<file path="src/rtl/gfx_fb_arbiter.sv">
// gfx_fb_arbiter
// Framebuffer SRAM port arbiter between a display fetch (read) client and a
// pattern write client. Reads have priority; the memory-side request is a
// registered valid/ready slot, and read responses are forwarded in order one
// cycle after they arrive.
// Optional feature macro: GFX_FB_ARB_STARVE_GUARD_EN -- when defined, a write
// is forced through after STARVE_MAX consecutive read grants seen by a waiting
// writer. When undefined, strict read priority applies.

module gfx_fb_arbiter #(
   parameter int unsigned ADDR_WIDTH = 20,
   parameter int unsigned DATA_WIDTH = 12,
   parameter int unsigned MAX_RD_OUT = 4,
   parameter int unsigned STARVE_MAX = 8
) (
   input  logic                  clk,
   input  logic                  rst_n,
   // display fetch client
   input  logic                  rd_valid,
   output logic                  rd_ready,
   input  logic [ADDR_WIDTH-1:0] rd_addr,
   output logic                  rd_data_valid,
   output logic [DATA_WIDTH-1:0] rd_data,
   // pattern write client
   input  logic                  wr_valid,
   output logic                  wr_ready,
   input  logic [ADDR_WIDTH-1:0] wr_addr,
   input  logic [DATA_WIDTH-1:0] wr_data,
   // memory side
   output logic                  m_valid,
   output logic                  m_we,
   output logic [ADDR_WIDTH-1:0] m_addr,
   output logic [DATA_WIDTH-1:0] m_wdata,
   input  logic                  m_ready,
   input  logic                  m_rdata_valid,
   input  logic [DATA_WIDTH-1:0] m_rdata,
   // status
   output logic                  err
);

   // Reject parameter values outside the supported ranges at elaboration.
   if (MAX_RD_OUT == 0 || MAX_RD_OUT > 15 || STARVE_MAX == 0 || STARVE_MAX > 255) begin : g_bad_params
      $error("gfx_fb_arbiter: MAX_RD_OUT must be 1..15 and STARVE_MAX 1..255");
   end

   localparam logic [3:0] LP_MAX_RD = 4'(MAX_RD_OUT);

   typedef enum logic [1:0] {
      GNT_NONE = 2'd0,
      GNT_RD   = 2'd1,
      GNT_WR   = 2'd2
   } grant_e;

   logic                  r_m_valid;
   logic                  r_m_we;
   logic [ADDR_WIDTH-1:0] r_m_addr;
   logic [DATA_WIDTH-1:0] r_m_wdata;
   logic                  r_rd_data_valid;
   logic [DATA_WIDTH-1:0] r_rd_data;
   logic                  r_err;
   logic [3:0]            r_rd_out;

   logic   w_slot_free;
   logic   w_rd_elig;
   logic   w_force_wr;
   logic   w_rd_acc;
   logic   w_wr_acc;
   grant_e w_grant;

   assign w_slot_free = !r_m_valid || m_ready;
   assign w_rd_elig   = rd_valid && w_slot_free && (r_rd_out < LP_MAX_RD);

`ifdef GFX_FB_ARB_STARVE_GUARD_EN
   localparam logic [7:0] LP_STARVE_MAX = 8'(STARVE_MAX);

   logic [7:0] r_starve;

   // Count read grants taken while a writer waits; any write grant or idle writer restarts the count.
   always_ff @(posedge clk or negedge rst_n) begin
      if (!rst_n) begin
         r_starve <= '0;
      end else if (!wr_valid || w_wr_acc) begin
         r_starve <= '0;
      end else if (w_rd_acc && (r_starve != '1)) begin
         r_starve <= r_starve + 8'd1;
      end
   end

   assign w_force_wr = (r_starve == LP_STARVE_MAX);
`else
   assign w_force_wr = 1'b0;
`endif

   // Grant selection: read first unless the write is forced; nothing is granted in reset.
   always_comb begin
      w_grant = GNT_NONE;
      if (rst_n && w_slot_free) begin
         if (wr_valid && (!w_rd_elig || w_force_wr)) begin
            w_grant = GNT_WR;
         end else if (w_rd_elig) begin
            w_grant = GNT_RD;
         end
      end
   end

   assign w_rd_acc = (w_grant == GNT_RD);
   assign w_wr_acc = (w_grant == GNT_WR);
   assign rd_ready = w_rd_acc;
   assign wr_ready = w_wr_acc;

   // Memory request slot: load on grant, drop valid when free and idle, hold while stalled.
   always_ff @(posedge clk or negedge rst_n) begin
      if (!rst_n) begin
         r_m_valid <= 1'b0;
         r_m_we    <= 1'b0;
         r_m_addr  <= '0;
         r_m_wdata <= '0;
      end else begin
         case (w_grant)
            GNT_RD: begin
               r_m_valid <= 1'b1;
               r_m_we    <= 1'b0;
               r_m_addr  <= rd_addr;
            end
            GNT_WR: begin
               r_m_valid <= 1'b1;
               r_m_we    <= 1'b1;
               r_m_addr  <= wr_addr;
               r_m_wdata <= wr_data;
            end
            default: begin
               if (w_slot_free) begin
                  r_m_valid <= 1'b0;
               end
            end
         endcase
      end
   end

   // Outstanding read count; a response with nothing outstanding leaves it at zero.
   always_ff @(posedge clk or negedge rst_n) begin
      if (!rst_n) begin
         r_rd_out <= '0;
      end else if (w_rd_acc && !m_rdata_valid) begin
         r_rd_out <= r_rd_out + 4'd1;
      end else if (!w_rd_acc && m_rdata_valid && (r_rd_out != '0)) begin
         r_rd_out <= r_rd_out - 4'd1;
      end
   end

   // Sticky error on an unsolicited read response.
   always_ff @(posedge clk or negedge rst_n) begin
      if (!rst_n) begin
         r_err <= 1'b0;
      end else if (m_rdata_valid && (r_rd_out == '0)) begin
         r_err <= 1'b1;
      end
   end

   // Forward read responses one cycle later, unconditionally and in arrival order.
   always_ff @(posedge clk or negedge rst_n) begin
      if (!rst_n) begin
         r_rd_data_valid <= 1'b0;
         r_rd_data       <= '0;
      end else begin
         r_rd_data_valid <= m_rdata_valid;
         r_rd_data       <= m_rdata;
      end
   end

   assign m_valid       = r_m_valid;
   assign m_we          = r_m_we;
   assign m_addr        = r_m_addr;
   assign m_wdata       = r_m_wdata;
   assign rd_data_valid = r_rd_data_valid;
   assign rd_data       = r_rd_data;
   assign err           = r_err;

endmodule

</file>
<file path="config.mk">
export PLATFORM = sky130hd
export DESIGN_NAME = gfx_fb_arbiter
export DESIGN_NICKNAME = d
export VERILOG_FILES = /design/src/rtl/gfx_fb_arbiter.sv
export SDC_FILE = /design/constraint.sdc
export NUM_CORES = 1
export LEC_CHECK = 0
export CAP_MARGIN = 20
export CORE_MARGIN = 5
export CORE_UTILIZATION = 40
export DETAILED_ROUTE_END_ITERATION = 6
export GPL_TIMING_DRIVEN = 0
export MAX_ROUTING_LAYER = met4
export PLACE_DENSITY = 0.88
export SLEW_MARGIN = 20
export SYNTH_ARGS = -nofsm -noshare
export SYNTH_HDL_FRONTEND = slang
export SYNTH_SLANG_ARGS = --single-unit
</file>
<file path="constraint.sdc">
create_clock -name clk -period 6.7 [get_ports clk]
set_clock_uncertainty 0.15 [all_clocks]
set_input_delay 0.67 -clock clk [delete_from_list [all_inputs] [get_ports clk]]
set_output_delay 0.67 -clock clk [all_outputs]
set_load 0.1 [all_outputs]
</file>
=== After elaboration in Yosys (flattened, before gate mapping) ===
Index checks and enable logic that the tools add are counted.

* Add/sub/neg operators: 2
* Magnitude comparators: 1
* Eq/ne operators: 2
* Mux-type cells: 9
* Reductions and logical operators: 19

{| class="wikitable"
|+ Operators by type and width
! operator !! count
|-
| 20-bit one-hot mux with 2 select lines || 1
|-
| 1-bit logical AND || 8
|-
| 4-bit two-way mux || 2
|-
| 2-bit nonzero test || 3
|-
| 4-bit by 1-bit adder with 4-bit output (second input constant) || 1
|-
| 1-bit zero test || 4
|-
| 4-bit zero test || 1
|-
| 4-bit by 3-bit less-than comparator with 1-bit output (second input constant) || 1
|-
| 2-bit two-way mux || 2
|-
| 4-bit nonzero test || 1
|-
| 4-bit by 1-bit subtractor with 4-bit output (second input constant) || 1
|-
| 1-bit two-way mux || 3
|-
| 2-bit by 1-bit equality test with 1-bit output (second input constant) || 1
|-
| 2-bit equality test (second input constant) || 1
|-
| 1-bit one-hot mux with 2 select lines || 1
|-
| 2-bit OR reduction || 1
|-
| 1-bit logical OR || 1
|}

* Bits in registers: 52
* Input bits: 70
* Output and inout port bits: 50
* Word-level logic and storage cells: 41

=== Depth between registers and ports, before layout ===
Gate-level depths: netlist of the first run.

* Depth in word-level cells: 14
* Gate-level depth with buffers: 9
* Depth with buffers taken out: 9

=== Least setup slack after synthesis of the first run ===
No wires, ideal clock.

* Path type: register to register
* Start: register r_m_valid (netlist: m_valid)
* End: register r_rd_out[3]
* Library setup time: 0.139 ns
* Arrival time: 3.634 ns
* Data required time: 6.411 ns
* Path slack: 2.777 ns
* Cell stages (with the launch flop): 10
* Path buffers: 0
* Clock period less this slack: 3.923 ns
* Cells stage by stage: dfrtp_1 > nand2b_1 > and2_1 > nand3_1 > ha_1 > nand2b_1 > ha_1 > a21oi_1 > a221oi_1 > or4_1

* Longest elaborated chain between the ends: 13
* Elaborated cells on any way between the ends: 17
* Those cells by class: 1 x eq/ne; 4 x mux; 12 x reduce/logical

{| class="wikitable"
|+ Ends and longest elaborated chain
! item !! line !! text
|-
| from (decl) || 54 || <nowiki>logic r_m_valid;</nowiki>
|-
| from (signal assigned) || 114 || <nowiki>r_m_valid <= 1'b0;</nowiki>
|-
| from (signal assigned) || 121 || <nowiki>r_m_valid <= 1'b1;</nowiki>
|-
| from (signal assigned) || 126 || <nowiki>r_m_valid <= 1'b1;</nowiki>
|-
| 1-bit zero test (*) || 70 || <nowiki>assign w_slot_free = !r_m_valid || m_ready;</nowiki>
|-
| 1-bit logical OR (*) || 70 ||
|-
| 1-bit logical AND (2 in series) || 71 || <nowiki>assign w_rd_elig = rd_valid && w_slot_free && (r_rd_out < LP_MAX_RD);</nowiki>
|-
| 1-bit zero test || 98 || <nowiki>if (wr_valid && (!w_rd_elig || w_force_wr)) begin</nowiki>
|-
| 1-bit logical AND || 98 ||
|-
| 2-bit two-way mux || 98 ||
|-
| 2-bit two-way mux (*) || 97 || <nowiki>if (rst_n && w_slot_free) begin</nowiki>
|-
| 2-bit by 1-bit equality test with 1-bit output (*) || 106 || <nowiki>assign w_rd_acc = (w_grant == GNT_RD);</nowiki>
|-
| via rd_ready || 20 || <nowiki>output logic rd_ready,</nowiki>
|-
| 1-bit zero test || 146 || <nowiki>end else if (!w_rd_acc && m_rdata_valid && (r_rd_out != '0)) begin</nowiki>
|-
| 1-bit logical AND (2 in series) || 146 ||
|-
| 2-bit nonzero test (no source line) || - ||
|-
| to (signal assigned) || 145 || <nowiki>r_rd_out <= r_rd_out + 4'd1;</nowiki>
|-
| to (signal assigned) || 147 || <nowiki>r_rd_out <= r_rd_out - 4'd1;</nowiki>
|-
| to (decl) || 61 || <nowiki>logic [3:0] r_rd_out;</nowiki>
|}

Mark *: on every way through the listed nets, which the timed path passes. The rest lies on a longest branch.
A chain may end at the register's enable or synchronous reset.

=== Worst setup path in the final report of the first run ===
* Start: input rst_n
* End: output rd_ready

* Longest elaborated chain between the ends: 3

{| class="wikitable"
|+ Ends and longest elaborated chain
! item !! line !! text
|-
| from (decl) || 17 || <nowiki>input logic rst_n,</nowiki>
|-
| 1-bit logical AND || 97 ||
|-
| 2-bit two-way mux || 97 ||
|-
| 2-bit by 1-bit equality test with 1-bit output || 106 ||
|-
| to (decl) || 20 ||
|}

No other way between the ends.

==> flow_summary_export.csv, run 1 <==
group,metric,value,unit
status,status,"complete, no violations",
min_path,worst_hold_path_type,"input pin to async pin",
clock_network,clock_latency,0.30,ns
yosys,syn-num-nets,243,
sta,setup-violations-final,0,
yosys,yosysSeqAreaShare,61.0,%
floorplanning,rows,26,
routing,routedWlPerCell,15.3,um
sta,max_freq,0.260,GHz
finish,final_cell_area,0.00353,sq mm
finish,n_fill_cell,406,
routing,drt_iter0_markers,49,
yosys,synth_seq_cells,52,
finish,area_delta_synth_final,65.5,%
yosys,avgSynthCellArea,12.7,sq um
placement,dpl_cell_area,0.00341,sq mm
routing,wirelength,5.59,mm
setup_path,startpoint,"rst_n",
sta,maxSlewHeadroom,32.1,%
sta,hold_slack,0.225,ns
yosys,yosysMostFrequentCell,"dfrtp_1",
setup_path,r2r-end,"r_rd_out[3]",
yosys,synth_edf_count,0,
routing,viasPerCell,4.81,
setup_path,slowest_stage,"clkdlybuf4s50_1",
floorplanning,coreArea,0.00514,sq mm
setup_path,crit_required,5.88,ns
setup_path,cp_max_fo,53,
grt,grt.overflow.total,0,
sta,drv_slew,0,
setup_path,path_cells,"buf_4 > and2_1 > nor2b_1 > ha_1 > clkdlybuf4s50_1",
finish,fin_nets,369,
setup_path,crit_path_start_kind,"input pin",
setup_path,r2r_slack,3.95,ns
setup_path,crit_arrival,3.03,ns
setup_path,slowest_delay,1.16,ns
clock_network,post_cts_buffers,0,
routing,drc,0,
yosys,synthesis.area,0.00213,sq mm
yosys,syn_inst,168,
finish,diodes,0,
grt,grt_pass1_vias,1896,
clock_network,htreeDepth,2,
sta,fin_crit_sh,57.4,%
grt,antenna_found_initial,0,
routing,ant_nets,0,
floorplanning,ios,120,
grt,grt.total_usage,17.3,%
setup_path,rr_worst_depth,9,
placement,place_hpwl,4.40,mm
setup_path,path_class,"input pin to output port",
setup_path,crit_end,"rd_ready",
clock_network,cts_made_buffers,5,
clock_network,clkTransAtPathRegs,0.09,ns
floorplanning,initial_utilization,41.5,%
clock_network,clock_sinks,52,
floorplanning,die_w,83.0,um
yosys,synth-async-reset-ratio,100,%
finish,drive_gt1_share,9.15,%
clock_network,cts_buffer_depth,2,
yosys,yosysTopAreaCell,"dfrtp_1",
yosys,synth_common_cells,"dfrtp_1, nand2_1, mux2i_1, o21ai_0, mux2_2",
sta,hold_violations,0,
grt,grt_pass1_wl,9.24,mm
setup_path,worstSetupEndpointType,"output port",
sta,period_minus_slack,3.85,ns
clock_network,post_cts_resized,0,
finish,utilization,68.7,%
setup_path,rr_startpoint,"r_rd_out[3]",
clock_network,postCtsHoldBufs,0,
grt,grt_max_degree,54,
yosys,ys_warn_count,0,
routing,drtPass1Iterations,4,
clock_network,cts_tree,"built",
sta,fin_setup_tns,0,ns
yosys,synthTopCellsByArea,"dfrtp_1, mux2i_1, mux2_2",
placement,portBuffers,119,
yosys,synth_cell_type_count,29,
routing,dr_total_vias,1757,
floorplanning,die_h,83.0,um
clock_network,clockRootBuffer,"clkbuf_8",
placement,gp_congestion,0.762,
sta,worstMarginPinSlew,1.01,ns
job,drv_cap,0,
yosys,synth_ff_type,"dfrtp_1",
floorplanning,die_area,0.00689,sq mm
sta,rsz0062_at_grt,"no",
yosys,synth_top_area_share,61.0,%
[how the worst min path moves through the flow]
stage / from / endpoint / slack, ns / cells past startpoint
2_1_floorplan: rst_n / err / 0.22 / 0
3_3_place_gp: err / err / 0.30 / 1
3_5_place_dp: err / err / 0.30 / 1
4_1_cts: rst_n / m_wdata[10] / 0.26 / 1
5_1_grt: rst_n / r_rd_out[3] / 0.27 / 1
6_report: rst_n / r_rd_out[3] / 0.23 / 1
[state kept, by name (all words and copies together), names as in the netlist]
name,flops
m_addr,20
m_wdata,12
rd_data,12
r_rd_out,4
err,1
m_valid,1
m_we,1
rd_data_valid,1
[logic make-up after synthesis]
group	share of synthesized area, %
fa+ha+maj	3.28
flops	61.0
xor+xnor	0.821
compound gates	7.10
mux	17.3
simple gates	8.50
buf+inv	1.99
[critical path, delay by kind of cell]
kind / cells / cell delay (ns)
buffers and inverters: 2 / 1.66
adders and majority gates: 1 / 0.24
and+or+nand+nor: 2 / 0.44
[cell usage in the layout, fill, tap and decap left out, drive strengths merged, types with 2 or more instances in the layout]
master | synthesis | final
xor2 | 2 | 2
dfrtp | 52 | 52
nand2 | 22 | 22
clkbuf | 4 | 10
buf | 4 | 5
a21o | 2 | 2
nand3 | 3 | 3
ha | 4 | 4
inv | 2 | 2
mux2i | 20 | 20
clkdlybuf4s50 | 0 | 118
o21ai | 21 | 21
nand2b | 3 | 3
mux2 | 15 | 15
[through the flow]
stage | setup slack, ns | cells
floorplan | 2.78 | 168
global placement | 1.17 | 357
detailed placement | 2.79 | 357
CTS | 2.78 | 365
global route | 2.62 | 365
finish | 2.85 | 365
[cell type report]
type / count / area (sq um) / share of cell area, %
flip-flops and latches: 52 / 1300 / 36.9
repair buffers: 119 / 1190 / 33.7
multi-input cells: 106 / 790 / 22.4
well taps: 70 / 87.6 / 2.48
clock buffers: 6 / 82.6 / 2.34
clock inverters: 2 / 38.8 / 1.10
plain buffers: 8 / 35.0 / 0.992
inverters: 2 / 7.51 / 0.213
[layer usage]
layer,GRT usage (%),wire (um),vias to the layer above
li1,-,-,832
met1,19.4,2200,846
met2,29.7,2880,73
met3,5.84,464,6
met4,4.01,48,0
met5,-,0,-
Power of run 1 is left out: the tool's default activity adds up to more than one toggle a clock period on the data nets, which glitch-free logic cannot reach.
==> inputs of run 2 (changes only) <==
--- a/config.mk
+++ b/config.mk
@@ -7,11 +7,11 @@
 export LEC_CHECK = 0
 export CAP_MARGIN = 20
 export CORE_MARGIN = 5
-export CORE_UTILIZATION = 40
+export CORE_UTILIZATION = 38
 export DETAILED_ROUTE_END_ITERATION = 6
 export GPL_TIMING_DRIVEN = 0
 export MAX_ROUTING_LAYER = met4
-export PLACE_DENSITY = 0.88
+export PLACE_DENSITY = 0.85
 export SLEW_MARGIN = 20
 export SYNTH_ARGS = -nofsm -noshare
 export SYNTH_HDL_FRONTEND = slang
==> constraint.sdc (replaced) <==
create_clock -name clk -period 3.8 [get_ports clk]
set_clock_uncertainty 0.15 [all_clocks]
set_input_delay 0.38 -clock clk [delete_from_list [all_inputs] [get_ports clk]]
set_output_delay 0.38 -clock clk [all_outputs]
set_load 0.1 [all_outputs]
==> run 2 against run 1 <==
Compared with the run above:
- count of clock-buffer cells in the layout up 1
- final cell count rose by 1.1%
- first-iteration DRC count up 27%
- global-route usage shrank 1.8 points
- final area rose by 1.3%
- via count rose by 1.9%
- utilization shrank 3.3 points
- sequential cell count did not move
- non-clock buffer count rose by 2
- critical path type unchanged
- critical endpoint unchanged
- largest cell class unchanged
==> flow_summary_export.csv, run 2 (same netlist as run 1, synthesis figures left out) <==
group,metric,value,unit
setup_path,worst-path-buf-inv,3,
sta,worstMarginPinSlew,1.00,ns
status,status,"complete, no violations",
floorplanning,rows,27,
sta,fin_setup_tns,0,ns
sta,maxSlewHeadroom,33.1,%
finish,largest_reg_flops,20,
sta,period_minus_slack,3.29,ns
floorplanning,initial_utilization,39.0,%
routing,drt_iter0_markers,62,
finish,utilization,65.4,%
floorplanning,die_area,0.00721,sq mm
finish,mostFrequentLayoutCells,"clkdlybuf4s50_1, dfrtp_1, nand2_1",
grt,grt_max_degree,53,
setup_path,crit_required,3.27,ns
sta,drv_slew,0,
clock_network,cts_buffer_depth,2,
clock_network,post_cts_buffers,0,
setup_path,slowest_stage,"clkdlybuf4s50_1",
setup_path,critPathTopFamily,"buffers and inverters",
finish,fin_nets,371,
routing,routedWlPerCell,14.6,um
setup_path,path_class,"input pin to output port",
routing,wirelength,5.39,mm
placement,portBuffers,119,
clock_network,clock_latency,0.30,ns
setup_path,slowest_delay,1.14,ns
min_path,worst_hold_path_type,"register to register",
routing,drtPass1Iterations,5,
setup_path,crit_arrival,2.76,ns
clock_network,htreeDepth,2,
finish,area_delta_synth_final,67.7,%
placement,gp_congestion,0.776,
clock_network,clkTransAtPathRegs,0.09,ns
clock_network,clockRootBuffer,"clkbuf_8",
sta,hold_violations,0,
finish,mostFrequentLayoutCell,"clkdlybuf4s50_1",
sta,rsz0062_at_grt,"no",
setup_path,path_cells,"dlygate4sd3_1 > buf_4 > and2_1 > nor2b_1 > ha_2 > clkdlybuf4s50_1",
clock_network,post_cts_resized,0,
grt,grt_pass1_vias,1835,
setup_path,worstSetupEndpointType,"output port",
clock_network,cts_tree,"built",
grt,grt.overflow.total,0,
routing,ant_nets,0,
sta,fin_crit_sh,86.6,%
routing,drc,0,
routing,dr_total_vias,1790,
grt,grtUsageMet3,5.63,%
job,drv_cap,0,
setup_path,rr_worst_depth,9,
grt,gr-usage-met2,26.0,%
floorplanning,die_w,84.9,um
sta,max_freq,0.304,GHz
sta,setup-violations-final,0,
min_path,hold_path_startpoint,"err",
finish,drive_gt1_share,9.76,%
placement,dp_cells,359,
finish,diodes,0,
floorplanning,coreArea,0.00547,sq mm
floorplanning,die_h,84.9,um
setup_path,r2r-end,"r_rd_out[3]",
clock_network,postCtsHoldBufs,2,
min_path,hold_path_end,"err",
grt,gr-usage-met1,17.7,%
floorplanning,ios,120,
grt,grt_pass1_wl,8.56,mm
min_path,min_path_cells,1,
routing,viasPerCell,4.85,
setup_path,crit_path_start_kind,"input pin",
setup_path,cp_max_fo,5,
clock_network,cts_made_buffers,5,
grt,grt.total_usage,15.5,%
setup_path,rr_startpoint,"r_rd_out[3]",
placement,place_hpwl,4.18,mm
clock_network,clock_sinks,52,
finish,final_cells,369,
grt,grt.busiest_layer,"met2",
setup_path,r2r_slack,1.01,ns
grt,antenna_found_initial,0,
run 2: layout make-up:
| class | instances | area, sq um |
|---|---|---|
| timing repair buffer | 121 | 1230 |
| sequential | 52 | 1300 |
| clock inverter | 1 | 30.0 |
| clock buffer | 7 | 96.3 |
| buffer | 8 | 35.0 |
| inverter | 2 | 7.51 |
| multi-input combinational | 106 | 792 |
| fill | 438 | 1890 |
| tap | 72 | 90.1 |
run 2: how the worst max path moves through the flow:
stage,from,end,slack (ns),cells past startpoint
2_1_floorplan,m_valid,r_rd_out[3],0.26,9
3_3_place_gp,rst_n,rd_ready,-1.17,5
3_5_place_dp,rst_n,r_rd_out[3],0.47,9
4_1_cts,rst_n,rd_ready,0.51,6
5_1_grt,rst_n,rd_ready,0.45,6
6_report,rst_n,rd_ready,0.51,6
run 2: metrics by stage:
stage	setup slack, ns	hold slack, ns	area, sq um
after floorplan	0.265	-0.0656	2140
after global placement	-1.17	0.288	3420
after detailed placement	0.468	0.296	3410
after CTS	0.513	0.314	3580
after global routing	0.452	0.339	3580
final	0.509	0.307	3580
run 2: layer usage:
metal	up-vias	wire length, um
li1	836	-
met4	0	53
met3	5	503
met1	871	2150
met2	78	2680
met5	-	0
Power of run 2 is left out for the same reason.
==> inputs of run 3 (changes only) <==
--- a/config.mk
+++ b/config.mk
@@ -12,6 +12,7 @@
 export GPL_TIMING_DRIVEN = 0
 export MAX_ROUTING_LAYER = met4
 export PLACE_DENSITY = 0.85
+export SETUP_SLACK_MARGIN = 0.05
 export SLEW_MARGIN = 20
 export SYNTH_ARGS = -nofsm -noshare
 export SYNTH_HDL_FRONTEND = slang
==> results of run 3 <==
Final layout, timing and power as in run 2 (identical DEF).
Power of run 3 is left out for the same reason.
